--- src/rtl/axi_min_pkg.sv ---
//------------------------------------------------------------------------------
// Module   : axi_min_pkg
// Purpose  : Shared types and constants for the minimal AXI-style initiator.
// Revision : 1.0 - initial release
//------------------------------------------------------------------------------
`default_nettype none

package axi_min_pkg;

    localparam int ADDR_W  = 4;
    localparam int DATA_W  = 4;
    localparam int RDATA_W = 8;

    localparam logic [1:0] ERR_OK      = 2'd0;
    localparam logic [1:0] ERR_TIMEOUT = 2'd1;
    localparam logic [1:0] ERR_BADADDR = 2'd2;

    typedef enum logic [2:0] {
        ST_IDLE = 3'd0,
        ST_AR   = 3'd1,
        ST_R    = 3'd2,
        ST_RCAP = 3'd3,
        ST_AW   = 3'd4,
        ST_W    = 3'd5,
        ST_DONE = 3'd6
    } state_e;

endpackage

`default_nettype wire

--- src/rtl/axi_min_phase_timer.sv ---
//------------------------------------------------------------------------------
// Module   : axi_min_phase_timer
// Purpose  : Per-phase watchdog; counts cycles spent in one handshake phase
//            and flags when the phase has lasted TIMEOUT_CYCLES cycles.
// Revision : 1.0 - initial release
//------------------------------------------------------------------------------
`default_nettype none

module axi_min_phase_timer #(
    parameter int TIMEOUT_CYCLES = 16,
    parameter int TO_W           = 8
) (
    input  logic clk,
    input  logic reset,
    input  logic clr,
    input  logic en,
    output logic expired
);

    logic [TO_W-1:0] cnt_q;
    logic [TO_W-1:0] cnt_d;

    // Clear wins over count so a fresh phase always starts from zero.
    always_comb begin
        cnt_d = cnt_q;
        if (clr) begin
            cnt_d = '0;
        end else if (en) begin
            cnt_d = cnt_q + TO_W'(1);
        end
    end

    // Counter register.
    always_ff @(posedge clk) begin
        if (reset) begin
            cnt_q <= '0;
        end else begin
            cnt_q <= cnt_d;
        end
    end

    // Fires during the last permitted cycle of the phase.
    assign expired = en && (cnt_q == TO_W'(TIMEOUT_CYCLES - 1));

endmodule

`default_nettype wire

--- src/rtl/axi4_min_initiator.sv ---
//------------------------------------------------------------------------------
// Module   : axi4_min_initiator
// Purpose  : Single-outstanding command initiator for the switch/LED bus.
//            Sequences AR/R or AR/AW/W handshakes and reports a status code.
// Options  : AXI_INIT_RETRY_EN - one automatic retry from AR after a timeout.
// Revision : 1.0 - initial release
//------------------------------------------------------------------------------
`default_nettype none

module axi4_min_initiator
    import axi_min_pkg::*;
#(
    parameter int TIMEOUT_CYCLES = 16,
    parameter int TO_W           = 8
) (
    input  logic               clk,
    input  logic               reset,
    input  logic               cmd_valid,
    output logic               cmd_ready,
    input  logic               cmd_write,
    input  logic [ADDR_W-1:0]  cmd_addr,
    input  logic [DATA_W-1:0]  cmd_wdata,
    output logic               rsp_valid,
    output logic [1:0]         rsp_err,
    output logic [RDATA_W-1:0] rsp_rdata,
    output logic               busy,
    output logic               ms_arvalid,
    output logic [ADDR_W-1:0]  SWM_arADDR,
    input  logic               sm_arready,
    output logic               ms_rready,
    input  logic               sm_rvalid,
    input  logic [RDATA_W-1:0] disp_hex_r,
    output logic               ms_awvalid,
    input  logic               sm_awready,
    output logic               ms_wvalid,
    output logic [DATA_W-1:0]  SWM_wdata,
    input  logic               sm_wready
);

    state_e               state_q, state_d;
    logic [ADDR_W-1:0]    addr_q, addr_d;
    logic [DATA_W-1:0]    wdata_q, wdata_d;
    logic                 write_q, write_d;
    logic [RDATA_W-1:0]   rdata_q, rdata_d;
    logic [1:0]           err_q, err_d;
`ifdef AXI_INIT_RETRY_EN
    logic                 retry_q, retry_d;
`endif

    logic tmr_clr;
    logic tmr_en;
    logic tmr_expired;
    logic abort;

    assign tmr_en = (state_q == ST_AR) || (state_q == ST_R) ||
                    (state_q == ST_AW) || (state_q == ST_W);

    axi_min_phase_timer #(
        .TIMEOUT_CYCLES (TIMEOUT_CYCLES),
        .TO_W           (TO_W)
    ) u_timer (
        .clk     (clk),
        .reset   (reset),
        .clr     (tmr_clr),
        .en      (tmr_en),
        .expired (tmr_expired)
    );

    // Next-state, capture and status logic; handshakes take priority over timeout.
    always_comb begin
        state_d = state_q;
        addr_d  = addr_q;
        wdata_d = wdata_q;
        write_d = write_q;
        rdata_d = rdata_q;
        err_d   = err_q;
        abort   = 1'b0;
        tmr_clr = 1'b0;
`ifdef AXI_INIT_RETRY_EN
        retry_d = retry_q;
`endif
        case (state_q)
            ST_IDLE: begin
                if (cmd_valid) begin
                    addr_d  = cmd_addr;
                    wdata_d = cmd_wdata;
                    write_d = cmd_write;
`ifdef AXI_INIT_RETRY_EN
                    retry_d = 1'b0;
`endif
                    if (cmd_write && (cmd_addr == '0)) begin
                        err_d   = ERR_BADADDR;
                        state_d = ST_DONE;
                    end else begin
                        state_d = ST_AR;
                    end
                end
            end
            ST_AR: begin
                if (sm_arready) begin
                    state_d = write_q ? ST_AW : ST_R;
                end else if (tmr_expired) begin
                    abort = 1'b1;
                end
            end
            ST_R: begin
                if (sm_rvalid) begin
                    state_d = ST_RCAP;
                end else if (tmr_expired) begin
                    abort = 1'b1;
                end
            end
            ST_RCAP: begin
                // Responder data is registered, so it is valid one cycle after the R beat.
                rdata_d = disp_hex_r;
                err_d   = ERR_OK;
                state_d = ST_DONE;
            end
            ST_AW: begin
                if (sm_awready) begin
                    state_d = ST_W;
                end else if (tmr_expired) begin
                    abort = 1'b1;
                end
            end
            ST_W: begin
                if (sm_wready) begin
                    err_d   = ERR_OK;
                    state_d = ST_DONE;
                end else if (tmr_expired) begin
                    abort = 1'b1;
                end
            end
            ST_DONE: begin
                state_d = ST_IDLE;
            end
            default: begin
                state_d = ST_IDLE;
            end
        endcase

        if (abort) begin
`ifdef AXI_INIT_RETRY_EN
            if (!retry_q) begin
                retry_d = 1'b1;
                state_d = ST_AR;
                // Re-entry may be AR->AR, which is not seen as a state change.
                tmr_clr = 1'b1;
            end else begin
                err_d   = ERR_TIMEOUT;
                state_d = ST_DONE;
            end
`else
            err_d   = ERR_TIMEOUT;
            state_d = ST_DONE;
`endif
        end

        if (state_d != state_q) begin
            tmr_clr = 1'b1;
        end
    end

    // State and transaction registers.
    always_ff @(posedge clk) begin
        if (reset) begin
            state_q <= ST_IDLE;
            addr_q  <= '0;
            wdata_q <= '0;
            write_q <= 1'b0;
            rdata_q <= '0;
            err_q   <= ERR_OK;
`ifdef AXI_INIT_RETRY_EN
            retry_q <= 1'b0;
`endif
        end else begin
            state_q <= state_d;
            addr_q  <= addr_d;
            wdata_q <= wdata_d;
            write_q <= write_d;
            rdata_q <= rdata_d;
            err_q   <= err_d;
`ifdef AXI_INIT_RETRY_EN
            retry_q <= retry_d;
`endif
        end
    end

    // Bus and response outputs are pure state decodes.
    assign cmd_ready  = (state_q == ST_IDLE);
    assign busy       = (state_q != ST_IDLE);
    assign rsp_valid  = (state_q == ST_DONE);
    assign rsp_err    = err_q;
    assign rsp_rdata  = rdata_q;
    assign ms_arvalid = (state_q == ST_AR) || (state_q == ST_R);
    assign ms_rready  = (state_q == ST_R);
    assign ms_awvalid = (state_q == ST_AW) || (state_q == ST_W);
    assign ms_wvalid  = (state_q == ST_W);
    assign SWM_arADDR = addr_q;
    assign SWM_wdata  = wdata_q;

endmodule

`default_nettype wire

--- config.mk ---
export PLATFORM = sky130hd
export DESIGN_NAME = axi4_min_initiator
export DESIGN_NICKNAME = d
export VERILOG_FILES = /design/src/rtl/axi_min_pkg.sv /design/src/rtl/axi_min_phase_timer.sv /design/src/rtl/axi4_min_initiator.sv
export SDC_FILE = /design/constraint.sdc
export NUM_CORES = 1
export LEC_CHECK = 0
export CORE_MARGIN = 3
export CORE_UTILIZATION = 40
export CTS_CLUSTER_SIZE = 30
export DETAILED_ROUTE_END_ITERATION = 8
export GPL_TIMING_DRIVEN = 0
export PLACE_DENSITY = 0.72
export SKIP_LAST_GASP = 1
export SYNTH_ARGS = -nofsm -noshare
export SYNTH_HDL_FRONTEND = slang
export SYNTH_HIERARCHICAL = 1
export SYNTH_SLANG_ARGS = --single-unit
--- constraint.sdc ---
create_clock -name clk -period 2.2 [get_ports clk]
set_clock_uncertainty 0.1 [all_clocks]
set_input_delay 0.44 -clock clk [delete_from_list [all_inputs] [get_ports clk]]
set_output_delay 0.44 -clock clk [all_outputs]
set_load 0.01 [all_outputs]
* Word-level counts from Yosys, hierarchy flattened *
Cells that the tools add are included.

operators by class
  equal/unequal tests = 14
  add/subtract/negate cells = 1
  reductions and logical operators = 16
  mux-type cells = 21

operators with widths
  operator                                               number
  2-to-1 mux 3 bit                                       8
  one-hot mux 3 bit (6 select lines)                     1
  equality test 3 bit, second input constant             3
  adder 8 x 1 -> 8 bit, second input constant            1
  equality test 8 x 4 -> 1 bit, second input constant    1
  AND reduction 4 bit                                    2
  2-to-1 mux 1 bit                                       7
  equality test 3 x 2 -> 1 bit, second input constant    2
  2-to-1 mux 2 bit                                       3
  inequality test 3 x 1 -> 1 bit, second input constant  2
  one-hot mux 2 bit (3 select lines)                     1
  nonzero test 3 bit                                     2
  zero test 4 bit                                        1
  logical OR 1 bit                                       4
  inequality test 2 x 1 -> 1 bit, second input constant  2
  one-hot mux 1 bit (4 select lines)                     1
  nonzero test 4 bit                                     1
  OR reduction 2 bit                                     2
  equality test 3 x 1 -> 1 bit, second input constant    1
  zero test 3 bit                                        1
  inequality test 3 x 2 -> 1 bit, second input constant  1
  inequality test 3 bit                                  1
  logical AND 1 bit                                      2
  inequality test 2 bit, second input constant           1
  AND reduction 2 bit                                    1

word-level totals
  word-level logic and storage cells = 60
  flip-flop bits (word level) = 30
  bits of input ports = 24

* Logic depth before layout (Yosys ltp) *
Gate-level depths: netlist of run 1.

  depth in word-level cells = 12
  depth in mapped cells = 12
  gate-level depth less buffers = 10

* Modules after synthesis *
The synthesis of run 1 kept the hierarchy.

by module, submodules not included
  module               sequential area each (um^2)  area an instance (um^2)  times used  cells each
  axi4_min_initiator   440.4                        1,017.2                  1           120
  axi_min_phase_timer  160.2                        356.6                    1           40

* Worst setup path before layout of run 1 *
No wires, ideal clock.

  kind = reg2reg
  start = register state_q[0]
  end = register u_timer.cnt_q[5]
  cell stages (with the launch flop) = 13
  buffers on the path = 2
  required time = 2.030 ns
  slack = -0.015 ns
  arrival time = 2.045 ns
  cell sequence = dfxtp_1 or3_4 clkinv_2 nor2_1 buf_4 nand4_1 nor2_1 o31ai_1 a21o_2 o21ai_0 or2_2 clkbuf_1 a21oi_1

RTL lines
  element                             RTL line                   source
  from (decl)                         axi4_min_initiator.sv:40   state_e state_q, state_d;
  from (signal assigned)              axi4_min_initiator.sv:177  state_q <= state_d;
  zero test 3 bit                     -
  via cmd_ready                       axi4_min_initiator.sv:19   output logic cmd_ready,
  one-hot mux 3 bit (6 select lines)  axi4_min_initiator.sv:82   case (state_q)
  2-to-1 mux 3 bit                    axi4_min_initiator.sv:142  if (abort) begin
  inequality test 3 bit               axi4_min_initiator.sv:159  if (state_d != state_q) begin
  2-to-1 mux 1 bit                    axi4_min_initiator.sv:159
  via tmr_clr                         axi4_min_initiator.sv:50   logic tmr_clr;
  OR reduction 2 bit (no line)        -
  to (signal assigned)                axi_min_phase_timer.sv:38  cnt_q <= cnt_d;
  to (decl)                           axi_min_phase_timer.sv:20  logic [TO_W-1:0] cnt_q;

The timed path passes the listed nets, and every way through them passes these cells.
A chain may end at the register's enable or synchronous reset.

* Worst setup path in the final report of run 1 *
  start = register state_q[0]
  end = output rsp_valid

between the ends
  word-level cells in the longest chain between the ends = 1

RTL lines
  element              RTL line                   source
  equality test 3 bit  axi4_min_initiator.sv:192  assign rsp_valid = (state_q == ST_DONE);
  to (decl)            axi4_min_initiator.sv:23   output logic rsp_valid,

Every way passes these cells.

==> summary.txt, run 1 <==
status: finished clean
Yosys top cell by area: dfxtp_1
CTS tree: done
largest net degree at the start of global routing: 11
FF-to-FF Start: state_q[0]$_SDFF_PP0_
final hold violation count: 0
WL/cell: 13.8 µm
clock latency on the worst-skew pair: 0.32 ns
initial antenna violation count: 0
H-tree depth: 2
Reg clk slew, reported paths: 0.09 ns
final worst setup slack: 0.0732 ns
final period utilization: 0.967
vias post-DR: 1,361
initial core utilization: 0.436
Avg Inst Size Synth: 8.59 µm²
largest stage delay on the critical path: 0.53 ns
RSZ-0062 raised after global routing: true
gr ovfl total: 0
fin. max-slew vios: 0
I/O Pins: 49
Primary FF master, synth: dfxtp_1
DRC: 0
drt pass-1 iters: 4
synth top area cells: dfxtp_1 44%, mux2i_1 6.6%, a21oi_1 5.8%
Slew @ Worst Pin: 0.457 ns
Final Power: 1.27 mW
core area: 0.00315 mm²
Max-Cap Viols: 0
clk root buf: clkbuf_4
Die Width: 64.6 µm
Distinct cells, synth: 39
Via density: 5.14
synth warn: 6
worst-path cell chain: buf_6, inv_2, and3_1, clkdlybuf4s50_1
most frequent cell after synthesis: dfxtp_1
vias in the first global route: 1,257
antenna viol nets, final: 0
crit path kind: reg -> out
Worst Setup SP: state_q[0]$_SDFF_PP0_
type of origin of the critical path: flop
flops & latches, synth: 30
max_slew headroom: 0.695
post-synthesis sequential area ratio: 0.437
Die Ht: 64.6 µm
die area: 0.00417 mm²
CP endpoint kind: output port
minimum clock period: 2.13 ns
total routed wirelength: 3.65 mm
CTS Buffer Depth: 2
power per cell area: 622 mW/mm²
commonest cells in the synthesized netlist: 30 x dfxtp_1, 21 x nand2_1, 21 x nor2_1
critical path peak fanout: 10
GRT Total Usage: 0.176
top cell type's share of synthesized area: 0.437
P_leak: 0.795 nW
Async SR Flop Fraction: 0
post-synthesis to final-layout area growth: 49.3%
WP data arrival: 1.59 ns
min-delay src: SWM_wdata[3]$_SDFFE_PP0P_
# setup viols final: 0
Post-synth EDFFs: 0
Mapped Nets: 185
CP required: 1.66 ns
clock sink count: 30
hold_buf cts: 0
setup slack after placement: -0.203 ns
Iteration-0 DRC Markers: 100
detailed placement HPWL: 2.71 mm
Post-Synthesis Cells: 160
CP max-delay cell: clkdlybuf4s50_1
global placement routability congestion: 0.852
IO Port Bufs: 48
Placement Rows: 20
NumNets Final: 245
share of cells above drive strength 1: 0.154
number of CTS-inserted buffers: 5
fmax: 470 MHz
VDD IR max: 0.467 mV
Mapped Area: 0.00137 mm²
first-pass GRT wire length: 5.75 mm
diode count: 0
Hold Crit Class: reg -> reg
-- state kept, by name (all words and copies together), names as in the netlist --
signal         count
SWM_wdata          4
rsp_err            2
SWM_arADDR         4
state_q            3
rsp_rdata          8
u_timer/cnt_q      8
write_q            1
-- area by class of cell --
cell class | instances | area (µm²)
repair buffers | 54 | 529
inverters | 4 | 16.3
well taps | 44 | 55.1
plain buffers | 8 | 63.8
fillers | 280 | 1100
clock inverters | 1 | 5.00
multi-input cells | 117 | 719
flip-flops and latches | 30 | 607
clock buffers | 7 | 55.1
-- per-stage QoR --
step | std cells | util | hold slack [ns] | area (µm²) | TNS [ns]
after global placement | 252 | 0.606 | 0.343 | 1910 | -1.55
after detailed placement | 252 | 0.606 | 0.353 | 1910 | -1.31
final | 265 | 0.650 | 0.364 | 2050 | 0
after floorplan | 160 | - | 0.350 | 1380 | 0
after global routing | 265 | 0.650 | 0.390 | 2050 | -0.0523
after CTS | 260 | 0.631 | 0.368 | 1990 | 0
-- routing by layer --
layer	track usage	part of all wire	up-vias	routed length (µm)
met4	0.0396	0.011	0	40
met1	0.209	0.43	619	1560
met5	0	0	-	0
met3	0.0745	0.080	6	292
met2	0.295	0.48	56	1760
li1	-	-	680	-
-- placed cells by master (no fill, tap or decap), types with 2 or more instances in the layout --
master and count:
inv_1 2, nor2_1 20, nor3b_1 4, nor2b_1 2
nand3_1 3, xor2_1 3, xnor2_1 2, clkbuf_4 5
buf_4 9, mux2i_1 9, nor3_1 2, nand2_1 21
a31oi_1 4, dfxtp_2 2, clkinv_2 2, buf_6 3
clkdlybuf4s50_1 45, nand4_1 3, dlymetal6s2s_1 2, a21oi_1 16
dfxtp_1 27, or3_1 3, clkbuf_1 3, o21ai_0 5
-- path summary, 6_finish.rpt --
kind | endpoint | slack (ns) | cells after the start
worst max-delay path | rsp_valid | 0.07 | 4
worst min-delay path | SWM_wdata[3]$_SDFFE_PP0P_ | 0.36 | 2
worst max register to register | u_timer/cnt_q[5]$_SDFFE_PP0P_ | 0.11 | 11
worst min register to register | SWM_wdata[3]$_SDFFE_PP0P_ | 0.36 | 2
-- where the power goes --
group | switching, mW | leakage, nW | internal (mW)
clock network | 0.181 | 0.0353 | 0.155
registers | 0.0248 | 0.245 | 0.572
logic | 0.156 | 0.514 | 0.186
-- logic make-up (layout without fill, tap and decap cells) --
| kind of cell | after synthesis | in the layout | share of synthesized area |
|---|---|---|---|
| compound gates | 33 | 33 | 0.147 |
| xor+xnor | 5 | 5 | 0.0319 |
| fa+ha+maj | 1 | 1 | 0.00911 |
| buf+inv | 13 | 74 | 0.0519 |
| flops | 30 | 30 | 0.437 |
| mux | 9 | 9 | 0.0656 |
| simple gates | 69 | 69 | 0.258 |
-- critical path: cells and delay by family, from the launching register on --
kind                   cells  cell delay [ns]
buffers and inverters      3             0.76
flip-flops                 1             0.38
AND/OR/NAND/NOR            1             0.14
-- repair_timing --
action,4_1_cts,5_1_grt
pin swaps,0,2
setup buffers,1,5
gates cloned,0,0
endpoints found under the setup margin,14,15
gates resized for setup,9,9
No activity file was read; power rests on OpenSTA's default activity.
==> run 2: changes to the inputs <==
--- a/config.mk
+++ b/config.mk
@@ -9,7 +9,6 @@
 export CORE_UTILIZATION = 40
 export CTS_CLUSTER_SIZE = 30
 export DETAILED_ROUTE_END_ITERATION = 8
-export GPL_TIMING_DRIVEN = 0
 export PLACE_DENSITY = 0.72
 export SKIP_LAST_GASP = 1
 export SYNTH_ARGS = -nofsm -noshare
==> run 2 against run 1 <==
Compared with the run above:
- final cell count shrank 1.1%
- design area shrank 0.73%
- non-clock buffer count shrank 3
- largest power group unchanged
- combinational power shrank 5%
- routed wire length shrank 5.9%
- critical endpoint is now ms_awvalid
- sequential cell count is the same
- clock power grew 26%
- die area is the same
- critical path depth is the same
- highest routed layer unchanged
- total power grew 5.0%
- worst setup slack lost 0.011 ns
- clock-buffer cell count shrank 2
==> summary.txt, run 2 (synthesis results as in run 1) <==
CTS tree: done
sw frac: 0.269
most common cell after layout, fill and taps aside: clkdlybuf4s50_1
VDD IR max: 0.486 mV
Placement Rows: 20
Max-Cap Viols: 0
Clk pwr share: 0.317
clock sink count: 30
CP required: 1.66 ns
CTS Buffer Depth: 2
vias in the first global route: 1,264
die area: 0.00417 mm²
minimum clock period: 2.14 ns
I/O Pins: 49
power share of the sequential group: 0.440
Iteration-0 DRC Markers: 79
most frequent cells in the layout: 44 x clkdlybuf4s50_1, 29 x dfxtp_1, 21 x nor2_1, 21 x nand2_1, 16 x a21oi_1
final worst setup slack: 0.0624 ns
fmax: 468 MHz
Die Ht: 64.6 µm
hold_ws: 0.358 ns
detailed placement HPWL: 2.63 mm
vias post-DR: 1,310
Power Internal: 0.978 mW
first-pass GRT wire length: 5.62 mm
Core Util, Final: 0.646
routed length on met2: 1.59 mm
WL/cell: 13.1 µm
GRT Total Usage: 0.174
NumNets Final: 242
clock latency on the worst-skew pair: 0.33 ns
clk root buf: clkbuf_4
CP endpoint kind: output port
final hold violation count: 0
initial antenna violation count: 0
number of CTS-inserted buffers: 5
initial core utilization: 0.436
global placement routability congestion: 0.853
drt pass-1 iters: 4
P_leak: 0.809 nW
Reg clk slew, reported paths: 0.10 ns
antenna viol nets, final: 0
crit path kind: reg -> out
max_slew headroom: 0.667
H-tree depth: 2
CP max-delay cell: clkdlybuf4s50_1
setup slack after placement: -0.0308 ns
Comb pwr share: 0.244
WP data arrival: 1.60 ns
# setup viols final: 0
IO Port Bufs: 48
Slew @ Worst Pin: 0.499 ns
total negative slack: 0 ns
total routed wirelength: 3.43 mm
largest stage delay on the critical path: 0.52 ns
core area: 0.00315 mm²
type of origin of the critical path: flop
highest routed layer: met4
Via density: 5.00
Hold Crit Class: reg -> reg
Final Power: 1.34 mW
RSZ-0062 raised after global routing: true
critical path peak fanout: 13
final period utilization: 0.972
worst-path cell chain: buf_6, nor2b_4, buf_4, clkdlybuf4s50_1
gr ovfl total: 0
hold_buf cts: 0
DRC: 0
switching pwr: 0.361 mW
post-route met1 wirelength: 1.55 mm
reg2reg setup slack: 0.21 ns
diode count: 0
share of cells above drive strength 1: 0.138
status: finished clean
fin. max-slew vios: 0
power per cell area: 658 mW/mm²
post-synthesis to final-layout area growth: 48.2%
met3 WL: 245 µm
Die Width: 64.6 µm
largest net degree at the start of global routing: 15
==> run 2: worst paths after layout <==
check,depth (start not counted),startpoint,to
worst min register to register,2,SWM_arADDR[0]$_SDFFE_PP0P_,SWM_arADDR[0]$_SDFFE_PP0P_
worst max register to register,10,state_q[2]$_SDFF_PP0_,u_timer/cnt_q[3]$_SDFFE_PP0P_
worst min-delay path,2,SWM_arADDR[0]$_SDFFE_PP0P_,SWM_arADDR[0]$_SDFFE_PP0P_
worst max-delay path,4,state_q[1]$_SDFF_PP0_,ms_awvalid
==> run 2: power by group through the flow <==
stage                     clock network, mW  registers [mW]  logic [mW]
after global placement                    0           0.599       0.317
after floorplan                           0           0.607       0.166
after CTS                             0.433           0.588       0.321
after global routing                  0.463           0.594       0.356
final                                 0.424           0.589       0.326
after detailed placement                  0           0.600       0.322
==> run 2: metal layers <==
metal / vias up / GRT usage
li1: 665 / -
met1: 595 / 0.204
met2: 44 / 0.290
met3: 6 / 0.0624
met4: 0 / 0.0633
met5: - / 0
==> run 2: layout make-up <==
cell class	instances	area [µm²]
inverters	4	16.3
multi-input cells	117	712
clock buffers	5	37.5
fillers	275	1120
flip-flops and latches	30	602
well taps	44	55.1
clock inverters	3	40.0
repair buffers	59	573
==> run 2: per-stage QoR <==
| stage | instance area (µm²) | cells |
|---|---|---|
| 2_1_floorplan | 1380 | 160 |
| 3_3_place_gp | 1930 | 253 |
| 3_5_place_dp | 1930 | 253 |
| 4_1_cts | 2010 | 261 |
| 5_1_grt | 2040 | 262 |
| 6_report | 2040 | 262 |
==> run 2: critical path: cells and delay by family (launching register included) <==
family	cells	cell delay [ns]
and+or+nand+nor	1	0.15
buffers and inverters	3	0.79
DFF	1	0.34
==> run 2: repair_timing <==
action / 4_1_cts / 5_1_grt
buffers inserted: 0 / 1
gates resized for setup: 4 / 7
setup endpoints to repair: 4 / 11
==> run 3: changes to the inputs <==
--- a/config.mk
+++ b/config.mk
@@ -6,10 +6,11 @@
 export NUM_CORES = 1
 export LEC_CHECK = 0
 export CORE_MARGIN = 3
-export CORE_UTILIZATION = 40
+export CORE_UTILIZATION = 44
 export CTS_CLUSTER_SIZE = 30
 export DETAILED_ROUTE_END_ITERATION = 8
-export PLACE_DENSITY = 0.72
+export PLACE_DENSITY = 0.76
+export SKIP_CTS_REPAIR_TIMING = 1
 export SKIP_LAST_GASP = 1
 export SYNTH_ARGS = -nofsm -noshare
 export SYNTH_HDL_FRONTEND = slang
==> constraint.sdc (replaced) <==
create_clock -name clk -period 2.1 [get_ports clk]
set_clock_uncertainty 0.1 [all_clocks]
set_input_delay 0.42 -clock clk [delete_from_list [all_inputs] [get_ports clk]]
set_output_delay 0.42 -clock clk [all_outputs]
set_load 0.01 [all_outputs]
==> run 3 against run 2 <==
Compared with the run above:
- final cell count down 5.7%
- critical path depth unchanged
- design area down 1.7%
- first-iteration DRC count unchanged
- hold slack better by 0.0030 ns
- routed wire length about the same
- the run now ends with negative setup slack left
- critical path type unchanged
==> summary.txt, run 3 (synthesis results as in run 1) <==
gr ovfl total: 0
Layout Cell Area excl Fill: 0.00200 mm²
antenna viol nets, final: 0
CP endpoint kind: output port
final worst setup slack: -0.0446 ns
DRC: 0
status: complete, but fails checks
reg2reg path depth: 10
number of CTS-inserted buffers: 5
detailed placement HPWL: 2.64 mm
WP data arrival: 1.62 ns
first-pass GRT wire length: 5.24 mm
Iteration-0 DRC Markers: 79
critical path peak fanout: 13
RSZ-0062 raised after global routing: true
CTS Buffer Depth: 2
placed cell areas: 0.00192 mm²
Reg clk slew, reported paths: 0.10 ns
CP required: 1.58 ns
Hold Path Sink: SWM_arADDR[2]$_SDFFE_PP0P_
initial core utilization: 0.482
clock latency on the worst-skew pair: 0.32 ns
core area: 0.00285 mm²
post-synthesis to final-layout area growth: 45.7%
type of origin of the critical path: flop
highest routed layer: met4
clock sink count: 30
Final Power: 1.31 mW
placed cells: 239
Non-Filler Instances: 247
failing checks: negative setup slack
P_leak: 0.829 nW
routed length on met2: 1.73 mm
fmax: 466 MHz
GRT Total Usage: 0.186
I/O Pins: 49
largest stage delay on the critical path: 0.53 ns
Slew @ Worst Pin: 0.559 ns
global placement routability congestion: 0.942
die area: 0.00383 mm²
clk root buf: clkbuf_4
Via density: 5.41
VDD IR max: 0.533 mV
drt pass-1 iters: 4
Hold Crit Depth: 2
NumNets Final: 240
WL/cell: 13.9 µm
H-tree depth: 2
FF-to-FF Start: state_q[1]$_SDFF_PP0_
crit path kind: reg -> out
most frequent cells in the layout: 42 x clkdlybuf4s50_1, 27 x dfxtp_1, 21 x nor2_1, 21 x nand2_1, 16 x a21oi_1
Layout fillers: 236
vias in the first global route: 1,217
Max-Cap Viols: 0
IO Port Bufs: 48
fin. max-slew vios: 0
min-delay src: SWM_arADDR[2]$_SDFFE_PP0P_
final hold violation count: 0
total negative slack: -0.0446 ns
# setup viols final: 1
initial antenna violation count: 0
CP max-delay cell: clkdlybuf4s50_1
final period utilization: 1.02
Die Width: 61.9 µm
delay-heaviest family, CP: buffers and inverters
CTS tree: done
Die Ht: 61.9 µm
Hold Crit Class: reg -> reg
largest net degree at the start of global routing: 15
vias post-DR: 1,336
most common cell after layout, fill and taps aside: clkdlybuf4s50_1
max_slew headroom: 0.627
diode count: 0
post-route met1 wirelength: 1.39 mm
worst flop-to-flop path endpoint: u_timer/cnt_q[5]$_SDFFE_PP0P_
total routed wirelength: 3.43 mm
reg2reg setup slack: 0.14 ns
worst-path cell chain: buf_4, nor2b_2, and2_1, clkdlybuf4s50_1
Placement Rows: 19
minimum clock period: 2.14 ns
met3 WL: 266 µm
worst path bufs/invs: 2
power per cell area: 654 mW/mm²
share of cells above drive strength 1: 0.144
-- run 3: power breakdown --
part,leakage [nW],internal (mW),switching [mW]
Sequential,0.245,0.599,0.0214
Clock,0.0343,0.161,0.194
Combinational,0.550,0.176,0.160
Total,0.829,0.935,0.375
-- run 3: routing by layer --
layer | track usage | vias to the layer above
met1 | 0.212 | 615
met2 | 0.314 | 50
met5 | 0 | -
met3 | 0.0764 | 6
met4 | 0.0636 | 0
li1 | - | 665
-- run 3: through the flow --
stage | utilization | setup WS (ns) | hold slack (ns)
after global routing | 0.702 | -0.127 | 0.397
after floorplan | - | 0.0195 | 0.350
after detailed placement | 0.673 | -0.0373 | 0.351
final | 0.702 | -0.0446 | 0.361
after global placement | 0.673 | 0.0452 | 0.342
after CTS | 0.695 | -0.118 | 0.365
-- run 3: area by class of cell --
| cell class | instances | area (µm²) | area share |
|---|---|---|---|
| clock buffer | 6 | 51.3 | 0.0256 |
| clock inverter | 2 | 12.5 | 0.00625 |
| inverter | 4 | 20.0 | 0.0100 |
| multi-input combinational | 117 | 712 | 0.356 |
| sequential | 30 | 604 | 0.302 |
| tap | 31 | 38.8 | 0.0194 |
| timing repair buffer | 57 | 563 | 0.281 |
-- run 3: worst register-to-register path: cells and delay by family (launching register included) --
family / cells / cell delay (ns)
AOI/OAI and AO/OA: 4 / 0.41
DFF: 1 / 0.34
and+or+nand+nor: 5 / 0.96
buffers and inverters: 1 / 0.07
-- run 3: worst max path at each step --
stage / from / endpoint / slack, ns / cells after the start
2_1_floorplan: state_q[1]$_SDFF_PP0_ / u_timer/cnt_q[6]$_SDFFE_PP0P_ / 0.02 / 12
4_1_cts: state_q[1]$_SDFF_PP0_ / ms_wvalid / -0.12 / 4
6_report: state_q[1]$_SDFF_PP0_ / ms_wvalid / -0.04 / 4
5_1_grt: state_q[1]$_SDFF_PP0_ / ms_wvalid / -0.13 / 4
3_3_place_gp: sm_arready / u_timer/cnt_q[7]$_SDFFE_PP0P_ / 0.05 / 7
3_5_place_dp: sm_arready / u_timer/cnt_q[6]$_SDFFE_PP0P_ / -0.04 / 7
